`src/rtl/tx_ppdu_framer.sv`:
```
`default_nettype none
// ============================================================================
// Module  : tx_ppdu_framer
// Purpose : Serialises SERVICE, PSDU (LSB first), tail and pad bits into the
//           802.11a TX chain and issues the rate-latching tx_request pulse.
// Rev     : 1.0
// ============================================================================
module tx_ppdu_framer #(
  parameter int LEN_W = 12,
  parameter int SYM_W = 8
) (
  input  logic             clk,
  input  logic             rst,
  input  logic             start,
  input  logic [3:0]       rate_in,
  input  logic [LEN_W-1:0] length,
  input  logic [7:0]       byte_in,
  input  logic             byte_valid,
  output logic             byte_ready,
  input  logic             scr_ready,
  output logic             bit_out,
  output logic             bit_run,
  output logic             bit_tail,
  output logic             tx_request,
  output logic [3:0]       rate_out,
  output logic             busy,
  output logic             done,
  output logic             err
);

  typedef enum logic [2:0] {
    S_IDLE    = 3'd0,
    S_REQ     = 3'd1,
    S_SERVICE = 3'd2,
    S_DATA    = 3'd3,
    S_TAIL    = 3'd4,
    S_PAD     = 3'd5,
    S_DONE    = 3'd6
  } state_t;

  state_t             state_q, state_d;
  logic [3:0]         rate_q, rate_d;
  logic [LEN_W-1:0]   len_q, len_d;
  logic [LEN_W-1:0]   acc_q, acc_d;
  logic [LEN_W+2:0]   data_cnt_q, data_cnt_d;
  logic [SYM_W-1:0]   sym_cnt_q, sym_cnt_d;
  logic [3:0]         cnt_q, cnt_d;
  logic [7:0]         hold_q, hold_d;
  logic               hold_full_q, hold_full_d;
  logic [7:0]         sh_q, sh_d;
  logic [3:0]         sh_cnt_q, sh_cnt_d;
  logic               bit_out_q, bit_out_d;
  logic               bit_run_q, bit_run_d;
  logic               bit_tail_q, bit_tail_d;
  logic               err_q, err_d;

  logic               avail;
  logic               cur_bit;
  logic               fire;
  logic               byte_ready_w;
  logic               accept;
  logic [SYM_W-1:0]   n_dbps;
  logic [LEN_W+2:0]   data_last;

  function automatic logic [SYM_W-1:0] ndbps(input logic [3:0] r);
    case (r)
      4'b1101: ndbps = SYM_W'(24);
      4'b1111: ndbps = SYM_W'(36);
      4'b0101: ndbps = SYM_W'(48);
      4'b0111: ndbps = SYM_W'(72);
      4'b1001: ndbps = SYM_W'(96);
      4'b1011: ndbps = SYM_W'(144);
      4'b0001: ndbps = SYM_W'(192);
      default: ndbps = SYM_W'(216);
    endcase
  endfunction

  assign n_dbps       = ndbps(rate_q);
  assign data_last    = {len_q - LEN_W'(1), 3'b111};
  assign byte_ready_w = ((state_q == S_SERVICE) || (state_q == S_DATA)) &&
                        !hold_full_q && (acc_q < len_q);
  assign accept       = byte_ready_w && byte_valid;
  assign fire         = avail && scr_ready;

  // In DATA the shift register is the bit source; an empty one borrows hold directly.
  always_comb begin
    avail   = 1'b0;
    cur_bit = 1'b0;
    case (state_q)
      S_SERVICE, S_TAIL: avail = 1'b1;
      S_DATA: begin
        avail   = (sh_cnt_q != 4'd0) || hold_full_q;
        cur_bit = (sh_cnt_q != 4'd0) ? sh_q[0] : hold_q[0];
      end
      S_PAD:   avail = (sym_cnt_q != '0);
      default: ;
    endcase
  end

  always_comb begin
    state_d     = state_q;
    rate_d      = rate_q;
    len_d       = len_q;
    acc_d       = acc_q;
    data_cnt_d  = data_cnt_q;
    sym_cnt_d   = sym_cnt_q;
    cnt_d       = cnt_q;
    hold_d      = hold_q;
    hold_full_d = hold_full_q;
    sh_d        = sh_q;
    sh_cnt_d    = sh_cnt_q;
    bit_out_d   = 1'b0;
    bit_run_d   = 1'b0;
    bit_tail_d  = 1'b0;
    err_d       = 1'b0;

    if (fire) begin
      bit_run_d = 1'b1;
      bit_out_d = cur_bit;
      sym_cnt_d = (sym_cnt_q == n_dbps - SYM_W'(1)) ? '0 : sym_cnt_q + SYM_W'(1);
    end

    case (state_q)
      S_IDLE: begin
        if (start) begin
          if (!rate_in[0] || (length == '0)) begin
            err_d = 1'b1;
          end else begin
            rate_d  = rate_in;
            len_d   = length;
            state_d = S_REQ;
          end
        end
      end
      S_REQ: begin
        sym_cnt_d   = '0;
        cnt_d       = 4'd0;
        data_cnt_d  = '0;
        acc_d       = '0;
        hold_full_d = 1'b0;
        sh_cnt_d    = 4'd0;
        state_d     = S_SERVICE;
      end
      S_SERVICE: begin
        if (fire) begin
          cnt_d = cnt_q + 4'd1;
          if (cnt_q == 4'd15) begin
            cnt_d   = 4'd0;
            state_d = S_DATA;
          end
        end
      end
      S_DATA: begin
        if (fire) begin
          data_cnt_d = data_cnt_q + (LEN_W+3)'(1);
          if (sh_cnt_q == 4'd0) begin
            sh_d        = hold_q >> 1;
            sh_cnt_d    = 4'd7;
            hold_full_d = 1'b0;
          end else if ((sh_cnt_q == 4'd1) && hold_full_q) begin
            sh_d        = hold_q;
            sh_cnt_d    = 4'd8;
            hold_full_d = 1'b0;
          end else begin
            sh_d     = sh_q >> 1;
            sh_cnt_d = sh_cnt_q - 4'd1;
          end
          if (data_cnt_q == data_last) begin
            cnt_d   = 4'd0;
            state_d = S_TAIL;
          end
        end
      end
      S_TAIL: begin
        if (fire) begin
          bit_tail_d = 1'b1;
          cnt_d      = cnt_q + 4'd1;
          if (cnt_q == 4'd5) begin
            cnt_d   = 4'd0;
            state_d = S_PAD;
          end
        end
      end
      S_PAD: begin
        if (sym_cnt_q == '0) begin
          state_d = S_DONE;
        end
      end
      S_DONE:  state_d = S_IDLE;
      default: state_d = S_IDLE;
    endcase

    // Acceptance needs an empty hold, so it never collides with a hold drain above.
    if (accept) begin
      hold_d      = byte_in;
      hold_full_d = 1'b1;
      acc_d       = acc_q + LEN_W'(1);
    end
  end

  always_ff @(posedge clk or negedge rst) begin
    if (!rst) begin
      state_q     <= S_IDLE;
      rate_q      <= 4'd0;
      len_q       <= '0;
      acc_q       <= '0;
      data_cnt_q  <= '0;
      sym_cnt_q   <= '0;
      cnt_q       <= 4'd0;
      hold_q      <= 8'd0;
      hold_full_q <= 1'b0;
      sh_q        <= 8'd0;
      sh_cnt_q    <= 4'd0;
      bit_out_q   <= 1'b0;
      bit_run_q   <= 1'b0;
      bit_tail_q  <= 1'b0;
      err_q       <= 1'b0;
    end else begin
      state_q     <= state_d;
      rate_q      <= rate_d;
      len_q       <= len_d;
      acc_q       <= acc_d;
      data_cnt_q  <= data_cnt_d;
      sym_cnt_q   <= sym_cnt_d;
      cnt_q       <= cnt_d;
      hold_q      <= hold_d;
      hold_full_q <= hold_full_d;
      sh_q        <= sh_d;
      sh_cnt_q    <= sh_cnt_d;
      bit_out_q   <= bit_out_d;
      bit_run_q   <= bit_run_d;
      bit_tail_q  <= bit_tail_d;
      err_q       <= err_d;
    end
  end

  assign byte_ready = byte_ready_w;
  assign bit_out    = bit_out_q;
  assign bit_run    = bit_run_q;
  assign bit_tail   = bit_tail_q;
  assign tx_request = (state_q == S_REQ);
  assign rate_out   = rate_q;
  assign busy       = (state_q != S_IDLE);
  assign done       = (state_q == S_DONE);
  assign err        = err_q;

endmodule
`default_nettype wire

```
`config.mk`:
```
export PLATFORM = sky130hd
export DESIGN_NAME = tx_ppdu_framer
export DESIGN_NICKNAME = d
export VERILOG_FILES = /design/src/rtl/tx_ppdu_framer.sv
export SDC_FILE = /design/constraint.sdc
export NUM_CORES = 1
export LEC_CHECK = 0
export BUFFER_PORTS_ARGS = -buffer_cell sky130_fd_sc_hd__buf_2
export CORE_MARGIN = 4
export CORE_UTILIZATION = 55
export CTS_CLUSTER_DIAMETER = 200
export DETAILED_ROUTE_END_ITERATION = 8
export GPL_TIMING_DRIVEN = 1
export PLACE_DENSITY = 0.76
export SLEW_MARGIN = 20
export SYNTH_ARGS = -nofsm -noshare
export SYNTH_HDL_FRONTEND = slang
export SYNTH_SLANG_ARGS = --single-unit
```
`constraint.sdc`:
```
create_clock -name clk -period 2.8 [get_ports clk]
set_input_delay 0.28 -clock clk [delete_from_list [all_inputs] [get_ports clk]]
set_output_delay 0.28 -clock clk [all_outputs]
set_load 0.05 [all_outputs]
```
; ---- After elaboration in Yosys (flattened, before gate mapping)
; Index checks and enable logic that the tools add are counted.
[totals]
register_bits = 83
input_bits = 29
[op_classes]
n_addsub = 7
n_lt_le_gt_ge = 1
n_eq_ne = 29
n_mux = 45
bitwise = 1
reduce_logical = 29
[op_table]
columns = cell, n
row1 = case mux 8 bit (7 select lines), 1
row2 = two-way mux 8 bit, 5
row3 = two-way mux 4 bit, 9
row4 = case mux 15 bit (2 select lines), 1
row5 = two-way mux 3 bit, 9
row6 = two-way mux 12 bit, 2
row7 = == test 4 bit (second input constant), 5
row8 = case mux 3 bit (6 select lines), 1
row9 = case mux 4 bit (4 select lines), 1
row10 = adder 15 x 1 -> 15 bit (second input constant), 1
row11 = == test 15 bit, 1
row12 = two-way mux 15 bit, 1
row13 = != test 2 bit (second input constant), 7
row14 = adder 12 x 1 -> 12 bit (second input constant), 1
row15 = == test 4 x 3 -> 1 bit (second input constant), 3
row16 = zero test 12 bit, 1
row17 = < comparator 12 bit, 1
row18 = two-way mux 1 bit, 12
row19 = subtractor 12 x 1 -> 12 bit (second input constant), 1
row20 = == test 3 bit (second input constant), 3
row21 = AND reduction 9 bit, 1
row22 = adder 8 x 1 -> 8 bit (second input constant), 1
row23 = == test 4 x 1 -> 1 bit (second input constant), 2
row24 = == test 8 bit, 1
row25 = other kinds (26), 41

; ---- Depth between registers and ports, before layout
[depth]
word_depth = 7
depth_mapped = 11
ltp_nobuf = 11

; ---- Worst setup path after synthesis
; OpenSTA, ideal clock, no wires.
[synth_timing]
path_type = reg-to-reg
startpoint = register rate_q[2], in the netlist rate_out[2]
endpoint = register sym_cnt_q[1]
setup_time_ns = 0.122
arrival_time_ns = 2.981
t_required_ns = 2.678
slack_ns = -0.302
stages_incl_launch_ff = 11
path_cell_list = dfrtp_1 clkbuf_1 and3_1 nand2_1 ha_1 xor2_1 or3_1 a21oi_1 a221oi_1 or4_4 a32o_1
[synth_via]
elab_chain_cells = 7
elab_cells_between_ends = 13
classes_between = add/sub (1) / eq/ne (8) / mux (4)
[synth_rtl]
columns = element, line
row1 = start: declaration, 42  ; logic [3:0] rate_q, rate_d;
row2 = start signal: assignment, 220  ; rate_q <= rate_d;
row3 = == test 4 x 1 -> 1 bit (tied with other cells), 66  ; case (r)
row4 = case mux 8 bit (7 select lines) *, 66
row5 = subtractor 8 x 1 -> 8 bit *, 120  ; sym_cnt_d = (sym_cnt_q == n_dbps - SYM_W'(1)) ? '0 : sym_cnt_q + SYM_W'(1);
row6 = == test 8 bit *, 120
row7 = two-way mux 8 bit *, 120
row8 = two-way mux 8 bit *, 117  ; if (fire) begin
row9 = two-way mux 8 bit *, 123  ; case (state_q)
row10 = end signal: assignment, 224  ; sym_cnt_q <= sym_cnt_d;
row11 = end: declaration, 46  ; logic [SYM_W-1:0] sym_cnt_q, sym_cnt_d;
; Every way passes the cells marked *; elsewhere a longest branch is shown, timed or not. The select of a mux whose other input is x is not followed.
; A chain may end at the register's enable or synchronous reset.

; ---- Worst setup path in the final report
; Same ends and word-level chain as after synthesis.

==> flow_metrics.py <==
metrics = {
    "layout": {
        "register_area_um2": 2081,
        "drive_gt1_share_pct": 18.56,
        "area_growth_pct": 10.97,
        "design_area_um2": 5530,
        "nets": 628,
        "fin_cells": 690,
        "diodes": 0,
        "final.fill_count": 709,
        "multi_input_area_um2": 2740,
    },
    "timing": {
        "fin_crit_sh_pct": 93.73,
        "hold_viol_final": 3,
        "relSlewSlack_pct": 40.39,
        "setup_tns_ps": 0,
        "drv_slew": 0,
        "fin_crit_ps": 2625,
        "hold_slack_ps": -18.67,
        "rsz0062_at_grt": "no",
        "worstMarginPinSlew_ps": 891.5,
        "max_freq_mhz": 381.0,
        "setup_viol": 0,
        "skew_ps": 15.91,
    },
    "critical_path": {
        "r2r_start": "rate_out[2]",
        "startpoint": "rate_out[2]",
        "crit_required_ps": 3060,
        "worstReg2RegEnd": "sym_cnt_q[1]",
        "crit_arrival_ps": 2890,
        "ff2ff_path_depth": 9,
        "critical_path.max_fanout": 10,
        "crit_path_end_kind": "flop",
        "start_kind": "flop",
        "critPathKind": "reg -> reg",
        "ff2ff_setup_slack_ps": 180,
    },
    "floorplanning": {
        "die-area_um2": 10650,
        "initial_core_util_pct": 56.87,
        "ios": 41,
        "dieHeight_um": 103.2,
        "coreArea_um2": 8763,
        "dieWidth_um": 103.2,
        "fp-row-count": 34,
    },
    "synth": {
        "synth-seq-area-share_pct": 41.68,
        "ys_warn_count": 0,
        "async_flop_share_pct": 100.0,
        "yosysUniqueCellTypes": 66,
        "synthFlopType": "dfrtp_1",
        "synth_fp_nets": 583,
        "syn_area_um2": 4984,
        "synth_edf_count": 0,
        "synth_area_per_cell_um2": 9.368,
        "synthCells": 532,
        "ys_seq_elements": 83,
    },
    "drt": {
        "ant_nets": 0,
        "vias": 4058,
        "top_layer": "met4",
        "wl_per_cell_um": 15.74,
        "drtIter0Drc": 220,
        "wl_met3_um": 382,
        "drc": 0,
        "wl_met1_mm": 5.060,
        "wl_met2_mm": 5.138,
        "vias_per_cell": 5.881,
        "firstDrtPassIters": 5,
        "routed_wl_mm": 10.86,
    },
    "outcome": {
        "status": "complete, but fails checks",
        "failed_checks": "negative hold slack",
    },
    "placement": {
        "gp_congestion": 0.9108,
        "io_buffers": 40,
        "dp.cells": 674,
        "placed_area_um2": 5333,
        "place_hpwl_mm": 7.889,
    },
    "clock_network": {
        "cts_buffer_depth": 2,
        "cts_buffers": 9,
        "cts_tree": "done",
        "cts.sinks": 83,
        "cts-htree-levels": 3,
        "cts_hold_buf": 0,
        "path_clk_slew_ps": 90,
        "root_buffer": "clkbuf_8",
        "clk_latency_ps": 370,
    },
    "global_routing": {
        "grt_max_degree": 65,
        "grtUsageTotal_pct": 22.13,
        "grt_pass1_wl_mm": 18.68,
        "overflow": 0,
        "antenna_found_initial": 0,
        "grt_pass1_vias": 3911,
    },
    "power_and_ir_drop": {
        "p_leak_nw": 2.493,
        "power_density_nw_per_um2": 782.2,
        "irDropWorstVdd_v": 0.0003848,
    },
    "run": {
        "maxCapViolations": 0,
    },
    "hold_path": {
        "hp-class": "in -> async",
    },
}
## power breakdown
group          total (W)  leakage (nW)  internal, W  switching, W
Sequential       0.00190          1.06      0.00151      0.000382
Clock           0.000832        0.0840     0.000334      0.000498
Combinational    0.00160          1.35     0.000722      0.000877
Total            0.00433          2.49      0.00257       0.00176
## cells by family (layout without fill, tap and decap cells)
group / Yosys count / count (layout) / share of synthesized area [%]
DFF: 83 / 83 / 41.68
xor gates and xnor gates: 40 / 40 / 7.030
AOI/OAI and AO/OA: 115 / 115 / 14.81
adders and majority gates: 22 / 22 / 5.523
buffers and inverters: 44 / 94 / 3.665
muxes: 34 / 34 / 7.432
and+or+nand+nor: 194 / 194 / 19.86
## per-layer routing
layer,vias to the layer above,GRT usage [%]
met5,-,0
met2,75,35.27
li1,1997,-
met1,1962,30.54
met3,24,2.750
met4,0,9.562
## cell usage in the layout, fill, tap and decap left out, types with 4 or more instances in the layout
cell type and count:
a21oi_1 20, and3_1 13, buf_2 39, buf_4 13
clkbuf_8 9, dfrtp_1 80, ha_1 21, inv_1 25
mux2_2 24, mux2i_1 10, nand2_1 46, nand2b_1 6
nand3_1 24, nand3b_1 4, nand4_1 10, nor2_1 46
nor3_1 12, nor3b_1 5, o211ai_1 4, o21ai_0 44
o31ai_1 7, or3_1 5, xnor2_1 14, xor2_1 25
## worst max path at each step
| stage | end | slack [ps] |
|---|---|---|
| finish | sym_cnt_q[1] | 180 |
| global route | sym_cnt_q[1] | 30 |
| CTS | sym_cnt_q[6] | 170 |
| detailed placement | sym_cnt_q[6] | 190 |
| global placement | sym_cnt_q[4] | 280 |
| floorplan | sym_cnt_q[1] | 3 |
## worst max-delay path, stage by stage, from the launching register on
cell      delay [ps]
dfrtp_2          450
and3_1           190
nand2_1           90
ha_2             210
xor2_2           190
or3_1            360
a21oi_1          130
a221oi_1          90
or4_4            530
a32o_1           280
## synthesized netlist by cell type, types with 4 or more instances
master    count  area (um2)
a21oi_1      20       100.1
and3_1       13       81.33
buf_2         5       25.02
clkbuf_1     11       41.29
dfrtp_1      83        2077
ha_1         22       275.3
inv_1        25       93.84
mux2_2       24       270.3
mux2i_1      10       100.1
nand2_1      46       172.7
nand2b_1      6       37.54
nand3_1      24       120.1
nand3b_1      4       30.03
nand4_1      10       62.56
nor2_1       46       172.7
nor3_1       12       60.06
nor3b_1       5       37.54
o211ai_1      4       30.03
o21ai_0      44       220.2
o31ai_1       7       52.55
or3_1         5       31.28
xnor2_1      14       122.6
xor2_1       26       227.7
## area by class of cell
class,instances,area share [%]
sequential,83,37.62
tap,108,2.443
inverter,26,1.765
timing repair buffer,52,5.294
multi-input combinational,405,49.55
clock inverter,7,1.086
clock buffer,9,2.240
## what timing repair did
action / CTS / global route
setup buffers: 0 / 0
setup endpoints to repair: 0 / 6
resized for setup: 0 / 3
## registers in the layout, summed over array words and instances, names as in the netlist
| signal | cells |
|---|---|
| bit_tail | 1 |
| cnt_q | 4 |
| len_q | 12 |
| sh_cnt_q | 4 |
| hold_q | 8 |
| data_cnt_q | 15 |
| rate_out | 4 |
| err | 1 |
| hold_full_q | 1 |
| sym_cnt_q | 8 |
| sh_q | 8 |
| bit_out | 1 |
| state_q | 3 |
| bit_run | 1 |
| acc_q | 12 |
## metrics by stage
stage / hold slack, ps / power [W] / worst slack [ps] / utilization (%)
6_report: -18.67 / 0.004326 / 175.4 / 63.11
5_1_grt: 76.44 / 0.004653 / 33.57 / 63.11
4_1_cts: 33.08 / 0.004331 / 173.1 / 62.95
3_5_place_dp: 434.0 / 0.003496 / 193.0 / 60.85
3_3_place_gp: 433.4 / 0.003423 / 276.9 / 60.85
2_1_floorplan: -15.59 / 0.003045 / 3.050 / -
(Power assumes the default switching activity.)
